==> src/rtl/core_pkg.sv <==
// core_pkg: shared constants for the RV32I core pipeline stages
package core_pkg;
  localparam int XLEN_DEF = 32;
  localparam int CTRL_W = 11;
  localparam int CTRL_REGWRITE = 10;
  localparam int CTRL_MEMREAD = 9;
  localparam int CTRL_MEMWRITE = 8;
  localparam int CTRL_MEMTOREG = 7;
  localparam int CTRL_BRANCH = 6;
  localparam int CTRL_ALUSRC = 5;
  localparam int CTRL_ALUOP = 3;
  localparam int CTRL_FUNCT3 = 0;
  localparam logic [4:0] REG_ZERO = 5'd0;
endpackage

==> src/rtl/load_use_detect.sv <==
// load_use_detect: flags an ID instruction reading the destination of a load sitting in EX
module load_use_detect
  import core_pkg::*;
(
  input  logic       ex_valid_i,
  input  logic       ex_memread_i,
  input  logic [4:0] ex_rd_i,
  input  logic       id_valid_i,
  input  logic       id_uses_rs1_i,
  input  logic       id_uses_rs2_i,
  input  logic [4:0] id_rs1_i,
  input  logic [4:0] id_rs2_i,
  input  logic       flush_i,
  output logic       lu_o,
  output logic       stall_o
);
  always_comb begin
    lu_o = ex_valid_i & ex_memread_i & (ex_rd_i != REG_ZERO) & id_valid_i &
           ((id_uses_rs1_i & (id_rs1_i == ex_rd_i)) | (id_uses_rs2_i & (id_rs2_i == ex_rd_i)));
    stall_o = lu_o & ~flush_i;
  end
endmodule

==> src/rtl/id_ex_stage.sv <==
// id_ex_stage: ID/EX pipeline register with load-use bubble insertion and bubble counter
module id_ex_stage
  import core_pkg::*;
#(
  parameter int XLEN  = XLEN_DEF,
  parameter int CNT_W = 16
) (
  input  logic              clk,
  input  logic              rst_n,
  input  logic              hold_i,
  input  logic              flush_i,
  input  logic              id_valid_i,
  input  logic [XLEN-1:0]   id_pc_i,
  input  logic [XLEN-1:0]   id_rs1_data_i,
  input  logic [XLEN-1:0]   id_rs2_data_i,
  input  logic [XLEN-1:0]   id_imm_i,
  input  logic [4:0]        id_rs1_i,
  input  logic [4:0]        id_rs2_i,
  input  logic [4:0]        id_rd_i,
  input  logic              id_uses_rs1_i,
  input  logic              id_uses_rs2_i,
  input  logic [CTRL_W-1:0] id_ctrl_i,
  input  logic              id_funct7b5_i,
  output logic              ex_valid_o,
  output logic [XLEN-1:0]   ex_pc_o,
  output logic [XLEN-1:0]   ex_rs1_data_o,
  output logic [XLEN-1:0]   ex_rs2_data_o,
  output logic [XLEN-1:0]   ex_imm_o,
  output logic [4:0]        ex_rs1_o,
  output logic [4:0]        ex_rs2_o,
  output logic [4:0]        ex_rd_o,
  output logic [CTRL_W-1:0] ex_ctrl_o,
  output logic              ex_funct7b5_o,
  output logic              stall_o,
  output logic [CNT_W-1:0]  bubble_cnt_o
);
  logic              valid_q, valid_d, f7_q, f7_d, lu, kill, load;
  logic [XLEN-1:0]   pc_q, pc_d, rs1_data_q, rs1_data_d, rs2_data_q, rs2_data_d, imm_q, imm_d;
  logic [4:0]        rs1_q, rs1_d, rs2_q, rs2_d, rd_q, rd_d;
  logic [CTRL_W-1:0] ctrl_q, ctrl_d, id_ctrl;
  logic [CNT_W-1:0]  cnt_q, cnt_d;

  load_use_detect u_lud (
    .ex_valid_i    (valid_q),
    .ex_memread_i  (ctrl_q[CTRL_MEMREAD]),
    .ex_rd_i       (rd_q),
    .id_valid_i    (id_valid_i),
    .id_uses_rs1_i (id_uses_rs1_i),
    .id_uses_rs2_i (id_uses_rs2_i),
    .id_rs1_i      (id_rs1_i),
    .id_rs2_i      (id_rs2_i),
    .flush_i       (flush_i),
    .lu_o          (lu),
    .stall_o       (stall_o)
  );

  // flush beats hold, hold beats load-use; an invalid slot can never write back
  always_comb begin
    kill = flush_i | (~hold_i & lu);
    load = ~flush_i & ~hold_i & ~lu;
    id_ctrl = id_ctrl_i;
    id_ctrl[CTRL_REGWRITE] = id_ctrl_i[CTRL_REGWRITE] & id_valid_i;
    valid_d    = kill ? 1'b0 : load ? id_valid_i    : valid_q;
    pc_d       = kill ? '0   : load ? id_pc_i       : pc_q;
    rs1_data_d = kill ? '0   : load ? id_rs1_data_i : rs1_data_q;
    rs2_data_d = kill ? '0   : load ? id_rs2_data_i : rs2_data_q;
    imm_d      = kill ? '0   : load ? id_imm_i      : imm_q;
    rs1_d      = kill ? '0   : load ? id_rs1_i      : rs1_q;
    rs2_d      = kill ? '0   : load ? id_rs2_i      : rs2_q;
    rd_d       = kill ? '0   : load ? id_rd_i       : rd_q;
    ctrl_d     = kill ? '0   : load ? id_ctrl       : ctrl_q;
    f7_d       = kill ? 1'b0 : load ? id_funct7b5_i : f7_q;
    cnt_d      = (~flush_i & ~hold_i & lu & ~&cnt_q) ? cnt_q + CNT_W'(1) : cnt_q;
  end

  always_ff @(posedge clk or negedge rst_n) begin
    if (!rst_n) begin
      valid_q    <= 1'b0;
      pc_q       <= '0;
      rs1_data_q <= '0;
      rs2_data_q <= '0;
      imm_q      <= '0;
      rs1_q      <= '0;
      rs2_q      <= '0;
      rd_q       <= '0;
      ctrl_q     <= '0;
      f7_q       <= 1'b0;
      cnt_q      <= '0;
    end else begin
      valid_q    <= valid_d;
      pc_q       <= pc_d;
      rs1_data_q <= rs1_data_d;
      rs2_data_q <= rs2_data_d;
      imm_q      <= imm_d;
      rs1_q      <= rs1_d;
      rs2_q      <= rs2_d;
      rd_q       <= rd_d;
      ctrl_q     <= ctrl_d;
      f7_q       <= f7_d;
      cnt_q      <= cnt_d;
    end
  end

  always_comb begin
    ex_valid_o    = valid_q;
    ex_pc_o       = pc_q;
    ex_rs1_data_o = rs1_data_q;
    ex_rs2_data_o = rs2_data_q;
    ex_imm_o      = imm_q;
    ex_rs1_o      = rs1_q;
    ex_rs2_o      = rs2_q;
    ex_rd_o       = rd_q;
    ex_ctrl_o     = ctrl_q;
    ex_funct7b5_o = f7_q;
    bubble_cnt_o  = cnt_q;
  end
endmodule

==> config.mk <==
export PLATFORM = sky130hd
export DESIGN_NAME = id_ex_stage
export DESIGN_NICKNAME = d
export VERILOG_FILES = /design/src/rtl/core_pkg.sv /design/src/rtl/load_use_detect.sv /design/src/rtl/id_ex_stage.sv
export SDC_FILE = /design/constraint.sdc
export NUM_CORES = 1
export LEC_CHECK = 0
export CORE_MARGIN = 5
export CORE_UTILIZATION = 30
export DETAILED_ROUTE_END_ITERATION = 8
export PLACE_DENSITY_LB_ADDON = 0.05
export SLEW_MARGIN = 5
export SYNTH_ARGS = -nofsm -noshare
export SYNTH_HDL_FRONTEND = slang
export SYNTH_SLANG_ARGS = --single-unit
==> constraint.sdc <==
create_clock -name clk -period 1.7 [get_ports clk]
set_clock_uncertainty 0.05 [all_clocks]
set_input_delay 0.255 -clock clk [delete_from_list [all_inputs] [get_ports clk]]
set_output_delay 0.255 -clock clk [all_outputs]
set_load 0.01 [all_outputs]
==> flow_summary.json <==
{
  "status": "finished, violations left",
  "violations": "negative setup slack",
  "drv_cap": 0,
  "period_share": 1.257,
  "syn_to_final_growth_pct": 82.25,
  "gp_congestion": 0.7544,
  "layout.nets": 1039,
  "synthFlopType": "dfrtp_1",
  "grt_start_max_net_pins": 54,
  "fp-row-count": 55,
  "r2r-start": "ex_rd_o[4]$_DFFE_PN0P_",
  "wirelength_um": 27020,
  "path_class": "flop to flop",
  "relSlewSlack": 0.7050,
  "ant_nets": 0,
  "final_area_mm2": 0.01245,
  "stdcell_count": 1176,
  "max_freq_mhz": 468.1,
  "reg2reg_to": "ex_ctrl_o[9]$_DFFE_PN0P_",
  "synth_area_leaders": "dfrtp_1 (63%), a32o_1 (23%), buf_6 (2.5%)",
  "synth_seq_cells": 172,
  "track_usage": 0.1988,
  "initial_utilization": 0.3036,
  "dr.max_layer_used": "met5",
  "fin_crit_ps": 2136,
  "rsz0062_at_grt": "yes",
  "worstPathMaxFanout": 7,
  "die_y_um": 160.9,
  "clock-sinks": 172,
  "reg2reg_depth": 7,
  "cp-start-kind": "flop",
  "vias_per_cell": 5.247,
  "netlist_area_mm2": 0.006832,
  "routed-wl-met3_um": 2136,
  "dp_hpwl_um": 17690,
  "synth_top_area_cell": "dfrtp_1",
  "ios": 335,
  "core_mm2": 0.02250,
  "first_pass_iters": 5,
  "setup_viol": 173,
  "io_buffers": 334,
  "synth_area_per_cell_um2": 14.63,
  "drcViolationCount": 0,
  "cp.arrival_ps": 2440,
  "slew_violations": 0,
  "final_hold_viol_count": 0,
  "hp-class": "input pin to async pin",
  "worst_pin_slew_ps": 442.4,
  "power_leakage_nw": 5.757,
  "numCtsBuffers": 17,
  "endpoint_kind": "flop",
  "path_clk_slew_ps": 70,
  "vias": 6171,
  "drive_gt1_frac": 0.2036,
  "clock_path_buffers": 2,
  "vdd.ir_drop.worst_mv": 0.6548,
  "grt_antenna_before_repair": 3,
  "netlist_instances": 467,
  "synth-warning-count": 0,
  "die_area_mm2": 0.02589,
  "met2_length_um": 13630,
  "r2r_setup_slack_ps": -440,
  "htree_levels": 4,
  "wl_met1_um": 10440,
  "grt_first_pass_wirelength_um": 40240,
  "worst_slack_ps": -436.4,
  "async_flop_share": 1.000,
  "drtIter0Drc": 419,
  "dpl.cell_count": 1104,
  "grt_overflow": 0,
  "die_x_um": 160.9,
  "cts_tree": "done",
  "clock_latency_ps": 420,
  "wl_per_cell_um": 22.97,
  "cts-root-buf": "clkbuf_16",
  "synth_edf_count": 0,
  "synth.net_count": 630,
  "dpl-instance-area_mm2": 0.01104,
  "synth_top_cell_area_share": 0.6300,
  "synth-seq-area-share": 0.6300,
  "grt_pass1_vias": 6755,
  "cp.required_ps": 2000,
  "power.density_mw_per_mm2": 800.1,
  "synth_cell_types": 31
}
## through the flow
step           hold WS [ps]    util  total power, W  setup TNS, ps  setup WS (ps)
2_1_floorplan        -90.59       -        0.004931         -17280         -123.4
3_3_place_gp          164.4  0.4905        0.006035         -89470         -775.8
3_5_place_dp          165.2  0.4905        0.006066         -91090         -730.7
4_1_cts               281.6  0.5416         0.01007         -51730         -428.2
5_1_grt               301.1  0.5533         0.01034         -71120         -531.9
6_report              279.2  0.5533        0.009962         -56890         -436.4
## report_power, final
part / internal (W) / total [W] / switching, W
registers: 0.00430 / 0.00442 / 0.000127
logic: 0.000953 / 0.00156 / 0.000603
clock network: 0.00221 / 0.00398 / 0.00178
## flip-flops by register name, indices dropped and copies added, names as in the netlist
signal	flops
ex_rd_o	5
bubble_cnt_o	16
ex_rs1_data_o	32
ex_funct7b5_o	1
ex_imm_o	32
ex_rs2_data_o	32
ex_rs1_o	5
ex_pc_o	32
ex_valid_o	1
ex_rs2_o	5
ex_ctrl_o	11
## per-layer routing
metal | vias up | global-route usage
li1 | 2742 | -
met1 | 3140 | 0.2312
met2 | 243 | 0.3365
met3 | 44 | 0.07134
met4 | 2 | 0.07677
met5 | - | 0
## synthesized netlist by cell type, types with 2 or more instances
cell      instances
dfrtp_1         172
a32o_1          155
clkbuf_1         34
buf_6            15
xor2_1           14
xnor2_1          11
nand2_1           8
nor4_2            8
nand3_1           7
nand4_1           6
and3_1            5
nor3_1            4
buf_2             3
buf_4             3
nor2_1            3
nor4_1            3
nor2b_1           2
## cells in the final DEF, fill, tap and decap left out, types with 2 or more instances in the layout
master / instances
xor2_1: 14
and3_1: 5
clkinvlp_4: 4
dfrtp_2: 7
diode_2: 2
nor4_1: 2
xnor2_1: 7
xnor2_2: 4
dlymetal6s2s_1: 26
dfrtp_1: 165
bufinv_16: 2
nor3_1: 2
buf_16: 10
clkdlybuf4s50_1: 282
nor3_2: 2
buf_12: 24
clkbuf_16: 23
nand3_1: 5
buf_4: 60
inv_6: 5
nand4_1: 6
buf_6: 9
nor2_1: 2
a32o_2: 3
a32o_1: 152
clkbuf_1: 2
dlygate4sd2_1: 24
nand2_1: 7
nor4_2: 8
buf_8: 3
nand3_2: 2
## worst max path at each step
stage          slack (ps)                        to                    from  cells after the start
6_report             -440  ex_ctrl_o[9]$_DFFE_PN0P_  ex_rd_o[4]$_DFFE_PN0P_                      7
5_1_grt              -530                   stall_o  ex_rd_o[0]$_DFFE_PN0P_                      5
4_1_cts              -430                   stall_o  ex_rd_o[4]$_DFFE_PN0P_                      4
3_5_place_dp         -730                   stall_o             id_rs1_i[4]                      6
3_3_place_gp         -780                   stall_o             id_rs1_i[4]                      6
2_1_floorplan        -120    ex_rd_o[0]$_DFFE_PN0P_  ex_rd_o[0]$_DFFE_PN0P_                      6
## cell families after synthesis
kind of cell | after synthesis | synth area share
adder cells (fa/ha/maj) | 1 | 0.001831
multiplexers | 1 | 0.001648
AND/OR/NAND/NOR | 51 | 0.05000
buffers and inverters | 56 | 0.04945
XOR/XNOR | 25 | 0.03205
flip-flops | 172 | 0.6300
AO/OA/AOI/OAI | 161 | 0.2350
## worst max-delay path: stages (launching register included)
cell	delay, ps
dfrtp_2	450
or4_4	580
o21ai_4	160
nand2b_4	220
buf_12	150
buf_12	140
clkbuf_16	160
a32o_1	150
## cell type report
type                       instances  area [um2]
antenna                            2       5.005
clock buffer                      19       432.9
clock inverter                    13       153.9
fill                            1893       10050
inverter                           1       3.754
multi-input combinational        239        2315
sequential                       172        4313
tap                              285       356.6
timing repair buffer             445        4871
## timing repair
action,CTS,global route
gates resized for setup,59,45
buffers inserted,14,8
endpoints found under the hold margin,33,0
hold buffers,1,0
cloned,13,7
pin swaps,4,46
endpoints found under the setup margin,197,198
No activity file was read; power rests on OpenSTA's default activity.
